### config.mk
export PLATFORM = sky130hd
export DESIGN_NAME = imm_extend_pipe
export DESIGN_NICKNAME = d
export VERILOG_FILES = /design/src/rtl/imm_extend_pkg.sv /design/src/rtl/imm_extend_core.sv /design/src/rtl/imm_extend_pipe.sv
export SDC_FILE = /design/constraint.sdc
export NUM_CORES = 1
export LEC_CHECK = 0
export ABC_CLOCK_PERIOD_IN_PS = 1700
export BUFFER_PORTS_ARGS = -buffer_cell sky130_fd_sc_hd__buf_2
export CAP_MARGIN = 25
export CORE_UTILIZATION = 25
export CTS_CLUSTER_DIAMETER = 40
export DETAILED_ROUTE_END_ITERATION = 16
export GPL_TIMING_DRIVEN = 0
export HOLD_SLACK_MARGIN = 0.05
export PLACE_DENSITY_LB_ADDON = 0.25
export SETUP_SLACK_MARGIN = 0.4
export SLEW_MARGIN = 20
export SYNTH_ARGS = -nofsm -noshare
export SYNTH_HDL_FRONTEND = slang
export SYNTH_SLANG_ARGS = --single-unit
### constraint.sdc
create_clock -name clk -period 1.7 [get_ports clk]
set_input_delay 0.17 -clock clk [delete_from_list [all_inputs] [get_ports clk]]
set_output_delay 0.17 -clock clk [all_outputs]
set_load 0.05 [all_outputs]
### src/rtl/imm_extend_pkg.sv
// Shared types and constants for the immediate-extension pipeline.
package imm_extend_pkg;

  typedef enum logic [1:0] {
    ModeSign   = 2'd0,
    ModeZero   = 2'd1,
    ModeHigh   = 2'd2,
    ModeBranch = 2'd3
  } imm_mode_e;

  localparam int unsigned FifoDepth = 2;

endpackage

### src/rtl/imm_extend_core.sv
// Combinational immediate extender.
// Build option: IMM_EXTEND_BRANCH_EN enables the BRANCH shifter for mode 3.
module imm_extend_core
  import imm_extend_pkg::*;
#(
  parameter int unsigned IN_W  = 16,
  parameter int unsigned OUT_W = 32
) (
  input  logic [IN_W-1:0]  in_imm,
  input  logic [1:0]       in_mode,
  output logic [OUT_W-1:0] result,
  output logic             err
);

  logic [OUT_W-1:0] sext;
  logic [OUT_W-1:0] zext;
  logic [OUT_W-1:0] high;

  assign sext = {{(OUT_W-IN_W){in_imm[IN_W-1]}}, in_imm};
  assign zext = {{(OUT_W-IN_W){1'b0}}, in_imm};
  assign high = {in_imm, {(OUT_W-IN_W){1'b0}}};

  always_comb begin
    result = sext;
    err    = 1'b0;
    case (imm_mode_e'(in_mode))
      ModeSign: result = sext;
      ModeZero: result = zext;
      ModeHigh: result = high;
      ModeBranch: begin
`ifdef IMM_EXTEND_BRANCH_EN
        result = {sext[OUT_W-3:0], 2'b00};
`else
        // Unsupported here: fall back to sign extension and flag it.
        result = sext;
        err    = 1'b1;
`endif
      end
      default: begin
        result = sext;
        err    = 1'b0;
      end
    endcase
  end

endmodule

### src/rtl/imm_extend_pipe.sv
// Immediate extender with a 2-entry output FIFO and valid/ready handshakes.
// Build option: IMM_EXTEND_BRANCH_EN (passed through to imm_extend_core).
module imm_extend_pipe
  import imm_extend_pkg::*;
#(
  parameter int unsigned IN_W  = 16,
  parameter int unsigned OUT_W = 32
) (
  input  logic             clk,
  input  logic             rst_n,
  input  logic             in_valid,
  output logic             in_ready,
  input  logic [IN_W-1:0]  in_imm,
  input  logic [1:0]       in_mode,
  output logic             out_valid,
  input  logic             out_ready,
  output logic [OUT_W-1:0] out_data,
  output logic             out_mode_err
);

  logic [OUT_W-1:0] core_result;
  logic             core_err;

  imm_extend_core #(
    .IN_W (IN_W),
    .OUT_W(OUT_W)
  ) u_core (
    .in_imm (in_imm),
    .in_mode(in_mode),
    .result (core_result),
    .err    (core_err)
  );

  logic [OUT_W-1:0] data_q [FifoDepth];
  logic             err_q  [FifoDepth];
  logic             wptr_q, wptr_d;
  logic             rptr_q, rptr_d;
  logic [1:0]       count_q, count_d;
  logic             push, pop;

  // Handshake flags depend on registered count only.
  assign in_ready  = (count_q != 2'(FifoDepth));
  assign out_valid = (count_q != 2'd0);
  assign push      = in_valid && in_ready;
  assign pop       = out_valid && out_ready;

  assign out_data     = data_q[rptr_q];
  assign out_mode_err = err_q[rptr_q];

  always_comb begin
    wptr_d  = wptr_q;
    rptr_d  = rptr_q;
    count_d = count_q;
    if (push) wptr_d = ~wptr_q;
    if (pop)  rptr_d = ~rptr_q;
    unique case ({push, pop})
      2'b10:   count_d = count_q + 2'd1;
      2'b01:   count_d = count_q - 2'd1;
      default: count_d = count_q;
    endcase
  end

  always_ff @(posedge clk or negedge rst_n) begin
    if (!rst_n) begin
      wptr_q  <= 1'b0;
      rptr_q  <= 1'b0;
      count_q <= 2'd0;
      for (int i = 0; i < FifoDepth; i++) begin
        data_q[i] <= '0;
        err_q[i]  <= 1'b0;
      end
    end else begin
      wptr_q  <= wptr_d;
      rptr_q  <= rptr_d;
      count_q <= count_d;
      if (push) begin
        data_q[wptr_q] <= core_result;
        err_q[wptr_q]  <= core_err;
      end
    end
  end

endmodule

==> impl_metrics.yaml, run 1 <==
run_status:
  status: "completed"
grt:
  antenna_found_initial: 0
  overflow: 0
  grtUsageTotal_pct: 13.5
  grt_pass1_vias: 2481
  grt_max_degree: 45
  grt_pass1_wl_mm: 14.6
min_path:
  hp-class: "input port to flip-flop"
  hp-start: "in_valid"
  whs_endpoint: "wptr_q"
  whs_path_depth: 3
die:
  num_io_pins: 57
  die-width_um: 121
  start_util_pct: 25.6
  dieArea_mm2: 0.0146
  fp.dieH_um: 121
  rows: 43
  core_area_mm2: 0.0138
setup_path:
  cp.arrival_ns: 1.49
  cp_slowest_cell: "dfrtp_1"
  critical_path.cell_chain: "buf_8 > clkbuf_16 > mux2_4 > buf_6"
  cp-start-kind: "flip-flop"
  worstSetupPathType: "flip-flop to output port"
  required_ns: 1.53
  crit_family: "buffers and inverters"
  ff2ff_setup_slack_ns: 0.14
  r2r_cells: 7
  crit_fanout: 7
  crit_path_end_kind: "output port"
  cp_slowest_stage_delay_ns: 0.38
  r2r-start: "count_q[1]"
  r2r-end: "count_q[1]"
  crit_buf_inv: 3
sta:
  tightest_slew_ns: 0.386
  timing.fmax_ghz: 0.604
  rsz0062_at_grt: "yes"
  fin_crit_ns: 1.66
  setup_viol: 0
  hold_viol: 0
  finalCritPeriodShare_pct: 97.5
  slew_headroom_pct: 74.3
  finClkSkew_ns: 0.00905
  finalWorstSetupSlack_ns: 0.0433
  slew_violations: 0
power:
  irDropWorstVdd_mv: 1.02
  total_power_uw: 12900
  p_per_area_mw_per_mm2: 2390
  power_leakage_uw: 0.00261
synth:
  muxShareOfSynthArea_pct: 34.7
  ys_types: 25
  yosysSeqAreaShare_pct: 49.5
  synth_top_family_by_area: "multiplexers"
  synth_top_area_share_pct: 49.5
  synth_seq_cells: 70
  synth_xor_area_share_pct: 1.24
  yosys.area_share.simple_pct: 6.71
  ys_warn_count: 0
  synth-adder-area-share_pct: 1.41
  yosys.area.top_type: "dfrtp_1"
  syn_inst: 254
  synth_area_leaders: "dfrtp_1 49%, mux2_2 22%, mux2_4 13%"
  syn_area_mm2: 0.00354
  synthesis.nets: 280
  synth_compound_area_share_pct: 2.12
  avgSynthCellArea_um2: 13.9
route:
  drtPass1Iterations: 4
  via_count: 2294
  dr_wl_met3_um: 336
  postRouteAntennaNets: 0
  top_layer_used: "met4"
  wl_met1_mm: 4.36
  avgRoutedWirePerCell_um: 17.2
  routed_wl_mm: 9.26
  drt_iter0_markers: 63
  avgViaCountPerCell: 4.26
  wl_met2_mm: 4.46
  drc: 0
clocking:
  cts-buffers-inserted: 9
  clock-sinks: 70
  clkSlewWorstSetupHoldPaths_ns: 0.06
  cts_tree: "yes"
  htreeDepth: 3
  ctsLongestPathBuffers: 2
  insertion_delay_ns: 0.33
  cts_root_buf: "clkbuf_16"
place:
  finalWeightedCongestion: 0.706
  port_buffers: 56
  dp_slack_ns: -0.0715
  dp_hpwl_mm: 6.15
  post_dp_cell_area_mm2: 0.00420
final_layout:
  drive_gt1_share_pct: 63.0
  diodes: 0
  areaGrowthSynthToFinish_pct: 52.3
  most-common-layout-cells: "72 x mux2_4, 70 x dfrtp_1, 43 x buf_6"
  fin_area_mm2: 0.00540
  final_common_cell: "mux2_4"
  nets: 380
run:
  cap_violations: 0
tightest hold or removal path: cells and delay by family:
| kind | cells | cell delay (ns) |
|---|---|---|
| xor gates and xnor gates | 1 | 0.08 |
| buffers and inverters | 1 | 0.12 |
| and+or+nand+nor | 1 | 0.14 |
flip-flops by register name (all words and copies together), names as in the netlist:
register  count
wptr_q        1
data_q       64
count_q       2
rptr_q        1
err_q         2
worst max path at each step:
stage	from	endpoint	slack, ns	cells past startpoint
after global placement	in_mode[0]	data_q[34]	-0.07	7
final	rptr_q	out_data[23]	0.04	4
after detailed placement	in_mode[0]	data_q[2]	-0.07	7
after CTS	rptr_q	out_data[26]	0.01	4
after global routing	rptr_q	out_data[13]	0.01	4
after floorplan	count_q[0]	data_q[32]	0.17	5
cells by family (layout without fill, tap and decap cells):
logic type | after synthesis | after routing
mux | 99 | 99
buf+inv | 19 | 124
compound gates | 15 | 15
flops | 70 | 70
simple gates | 42 | 42
fa+ha+maj | 4 | 4
xor+xnor | 5 | 5
stage by stage:
| step | setup TNS (ns) | util, % | std cells | hold slack, ns |
|---|---|---|---|---|
| after floorplan | 0 | - | 254 | -0.126 |
| after global placement | -0.273 | 30.1 | 490 | 0.482 |
| after detailed placement | -0.259 | 30.3 | 491 | 0.121 |
| after CTS | 0 | 38.2 | 535 | 0.215 |
| after global routing | 0 | 39.0 | 539 | 0.237 |
| final | 0 | 39.0 | 539 | 0.219 |
cell type report:
class                   instances  area (um^2)
clock buffers                  13          270
well taps                     180          225
inverters                       2         7.51
plain buffers                  17          224
clock inverters                 3         65.1
flip-flops and latches         70         1750
multi-input cells             165         1830
fillers                      1303         8430
repair buffers                 89         1020
per-layer routing:
| metal | up-vias | track usage, % |
|---|---|---|
| li1 | 1084 | - |
| met1 | 1161 | 18.1 |
| met2 | 41 | 21.7 |
| met3 | 8 | 3.24 |
| met4 | 0 | 3.70 |
| met5 | - | 0 |
cells in the mapped netlist (all sizes together):
| master | number |
|---|---|
| ha | 4 |
| dfrtp | 70 |
| mux2 | 99 |
| buf | 14 |
| clkbuf | 3 |
| nand3 | 1 |
| a21oi | 15 |
| nor2 | 3 |
| nand2b | 1 |
| and2 | 1 |
| and3b | 1 |
| and2b | 2 |
| nor2b | 14 |
| nand2 | 17 |
| xnor2 | 3 |
| xor2 | 2 |
| or2 | 1 |
| nor3b | 1 |
| inv | 2 |
where the power goes:
group / leakage (uW) / total, uW / internal (uW) / switching (uW)
clock network: 0.000166 / 2100 / 1400 / 698
registers: 0.000888 / 2840 / 2440 / 406
logic: 0.00155 / 7960 / 4170 / 3780
timing repair:
action	in CTS	in global routing
setup buffers	21	3
endpoints found under the setup margin	100	104
resized for setup	114	18
pin swaps	4	2
endpoints found under the hold margin	26	0
hold buffers	1	0
gates cloned	6	1
(Power assumes the default switching activity.)
==> inputs of run 2 (changes only) <==
--- a/config.mk
+++ b/config.mk
@@ -8,6 +8,7 @@
 export ABC_CLOCK_PERIOD_IN_PS = 1700
 export BUFFER_PORTS_ARGS = -buffer_cell sky130_fd_sc_hd__buf_2
 export CAP_MARGIN = 25
+export CORE_MARGIN = 2
 export CORE_UTILIZATION = 25
 export CTS_CLUSTER_DIAMETER = 40
 export DETAILED_ROUTE_END_ITERATION = 16
==> run 2 against run 1 <==
Combinational power grew 7.7%. Critical endpoint is now out_data[12]. Utilization up 1.2 points. Global-route usage down 0.50 points. Critical path type unchanged. Clock skew shrank 0.0018 ns. Maximum frequency down 1.3%. Final cell count fell by 0.19%. Via count down 0.39%. Final area grew 3.5%. Clock power down 5%. Routed wire length grew 0.86%.
==> impl_metrics.yaml, run 2 (same netlist as run 1, synthesis figures left out) <==
run_status:
  status: "completed"
power:
  irDropWorstVdd_mv: 0.733
  power_leakage_uw: 0.00275
  p_per_area_mw_per_mm2: 2410
setup_path:
  cpMostUsedCell: "buf_12"
  crit_path_end_kind: "output port"
  worstSetupPathType: "flip-flop to output port"
  cp_slowest_cell: "dfrtp_1"
  cp_slowest_stage_delay_ns: 0.40
  critical_path.cell_chain: "buf_12 > buf_12 > mux2_4 > buf_6"
  required_ns: 1.53
  cp.arrival_ns: 1.51
  cp-start-kind: "flip-flop"
  crit_fanout: 10
clocking:
  ctsLongestPathBuffers: 2
  htreeDepth: 3
  cts-buffers-inserted: 9
  clock-sinks: 70
  cts_root_buf: "clkbuf_16"
  insertion_delay_ns: 0.33
  cts_tree: "yes"
  clkSlewWorstSetupHoldPaths_ns: 0.06
sta:
  slew_violations: 0
  tightest_slew_ns: 0.441
  timing.fmax_ghz: 0.596
  finalCritPeriodShare_pct: 98.7
  hold_viol: 0
  setup_viol: 0
  slew_headroom_pct: 70.6
  rsz0062_at_grt: "yes"
  fin_crit_ns: 1.68
  finClkSkew_ns: 0.00730
  finalWorstSetupSlack_ns: 0.0218
place:
  finalWeightedCongestion: 0.713
  dp_slack_ns: -0.0862
  dp_hpwl_mm: 6.17
  dp.cells: 491
  post_dp_cell_area_mm2: 0.00419
  port_buffers: 56
run:
  cap_violations: 0
min_path:
  hp-class: "input port to flip-flop"
final_layout:
  fillers: 1324
  regMostFlops: "data_q"
  instances_no_fill: 538
  final_common_cell: "mux2_4"
  reg_top3: "data_q: 64 flops, count_q: 2 flops, err_q: 2 flops"
  areaGrowthSynthToFinish_pct: 57.7
  drive_gt1_share_pct: 62.8
  nets: 379
  largest_register_ffs: 64
  diodes: 0
  fin_area_mm2: 0.00559
  most-common-layout-cells: "99 x mux2_4, 70 x dfrtp_1, 24 x buf_6"
grt:
  met3_usage_pct: 3.64
  antenna_found_initial: 0
  grtUsageTotal_pct: 13.0
  met2_usage_pct: 21.0
  grt_max_degree: 40
  overflow: 0
  grt_pass1_vias: 2538
  grt_pass1_wl_mm: 14.5
  grt_busiest_layer: "met2"
  grt_use_met1_pct: 17.5
route:
  avgViaCountPerCell: 4.25
  drtPass1Iterations: 4
  drc: 0
  routed_wl_mm: 9.34
  drt_iter0_markers: 109
  avgRoutedWirePerCell_um: 17.4
  postRouteAntennaNets: 0
  via_count: 2285
die:
  fp.dieH_um: 123
  rows: 43
  die-width_um: 123
  core_area_mm2: 0.0139
  start_util_pct: 25.5
  dieArea_mm2: 0.0151
  num_io_pins: 57
run 2: cell types whose count changed in the layout (fill, tap and decap cells not counted), sizes merged:
cell / change
clkinv: +1
clkbuf: -2
run 2: report_power, final:
part | internal, uW | leakage [uW] | switching (uW)
Combinational | 4690 | 0.00171 | 3880
Clock | 1320 | 0.000157 | 679
Sequential | 2440 | 0.000888 | 450
Total | 8450 | 0.00275 | 5010
run 2: stage by stage:
step                hold slack, ns  power (uW)  util [%]  TNS (ns)
floorplan                   -0.126        7560         -         0
global placement             0.481        8570      30.0    -0.271
detailed placement           0.142        8660      30.2    -0.323
CTS                          0.223       12900      38.7         0
global route                 0.181       14000      40.2   -0.0819
finish                       0.164       13500      40.2         0
run 2: layout make-up:
cell class | instances | area, um^2 | share of cell area, %
inverter | 2 | 7.51 | 0.134
multi-input combinational | 165 | 1940 | 34.8
sequential | 70 | 1750 | 31.4
clock buffer | 12 | 246 | 4.41
tap | 180 | 225 | 4.03
buffer | 17 | 243 | 4.34
timing repair buffer | 88 | 1100 | 19.7
clock inverter | 4 | 70.1 | 1.25
run 2: what timing repair did:
item / in CTS / in global routing
buffers inserted: 19 / 4
hold buffers: 1 / 0
setup endpoints to repair: 100 / 104
gates cloned: 7 / 0
pin swaps: 7 / 3
gates resized for setup: 130 / 50
hold endpoints to repair: 31 / 0
run 2: per-layer routing:
metal	up-vias	wire [um]
met5	-	0
met4	0	91
met3	6	407
met2	44	4600
met1	1157	4230
li1	1078	-
run 2: worst max-delay path: cells and delay by family, from the launching register on:
kind / cells / cell delay, ns
buffers and inverters: 3 / 0.46
DFF: 1 / 0.40
muxes: 1 / 0.31
run 2: worst paths after layout:
check,from,to,slack [ns],depth (start not counted)
setup / recovery,rptr_q,out_data[12],0.02,4
hold / removal,in_valid,wptr_q,0.16,3
setup reg to reg,count_q[0],data_q[49],0.11,6
hold reg to reg,err_q[1],err_q[1],0.51,1
max in group asynchronous,rst_n,data_q[52],0.80,3
min in group asynchronous,rst_n,data_q[7],0.34,2
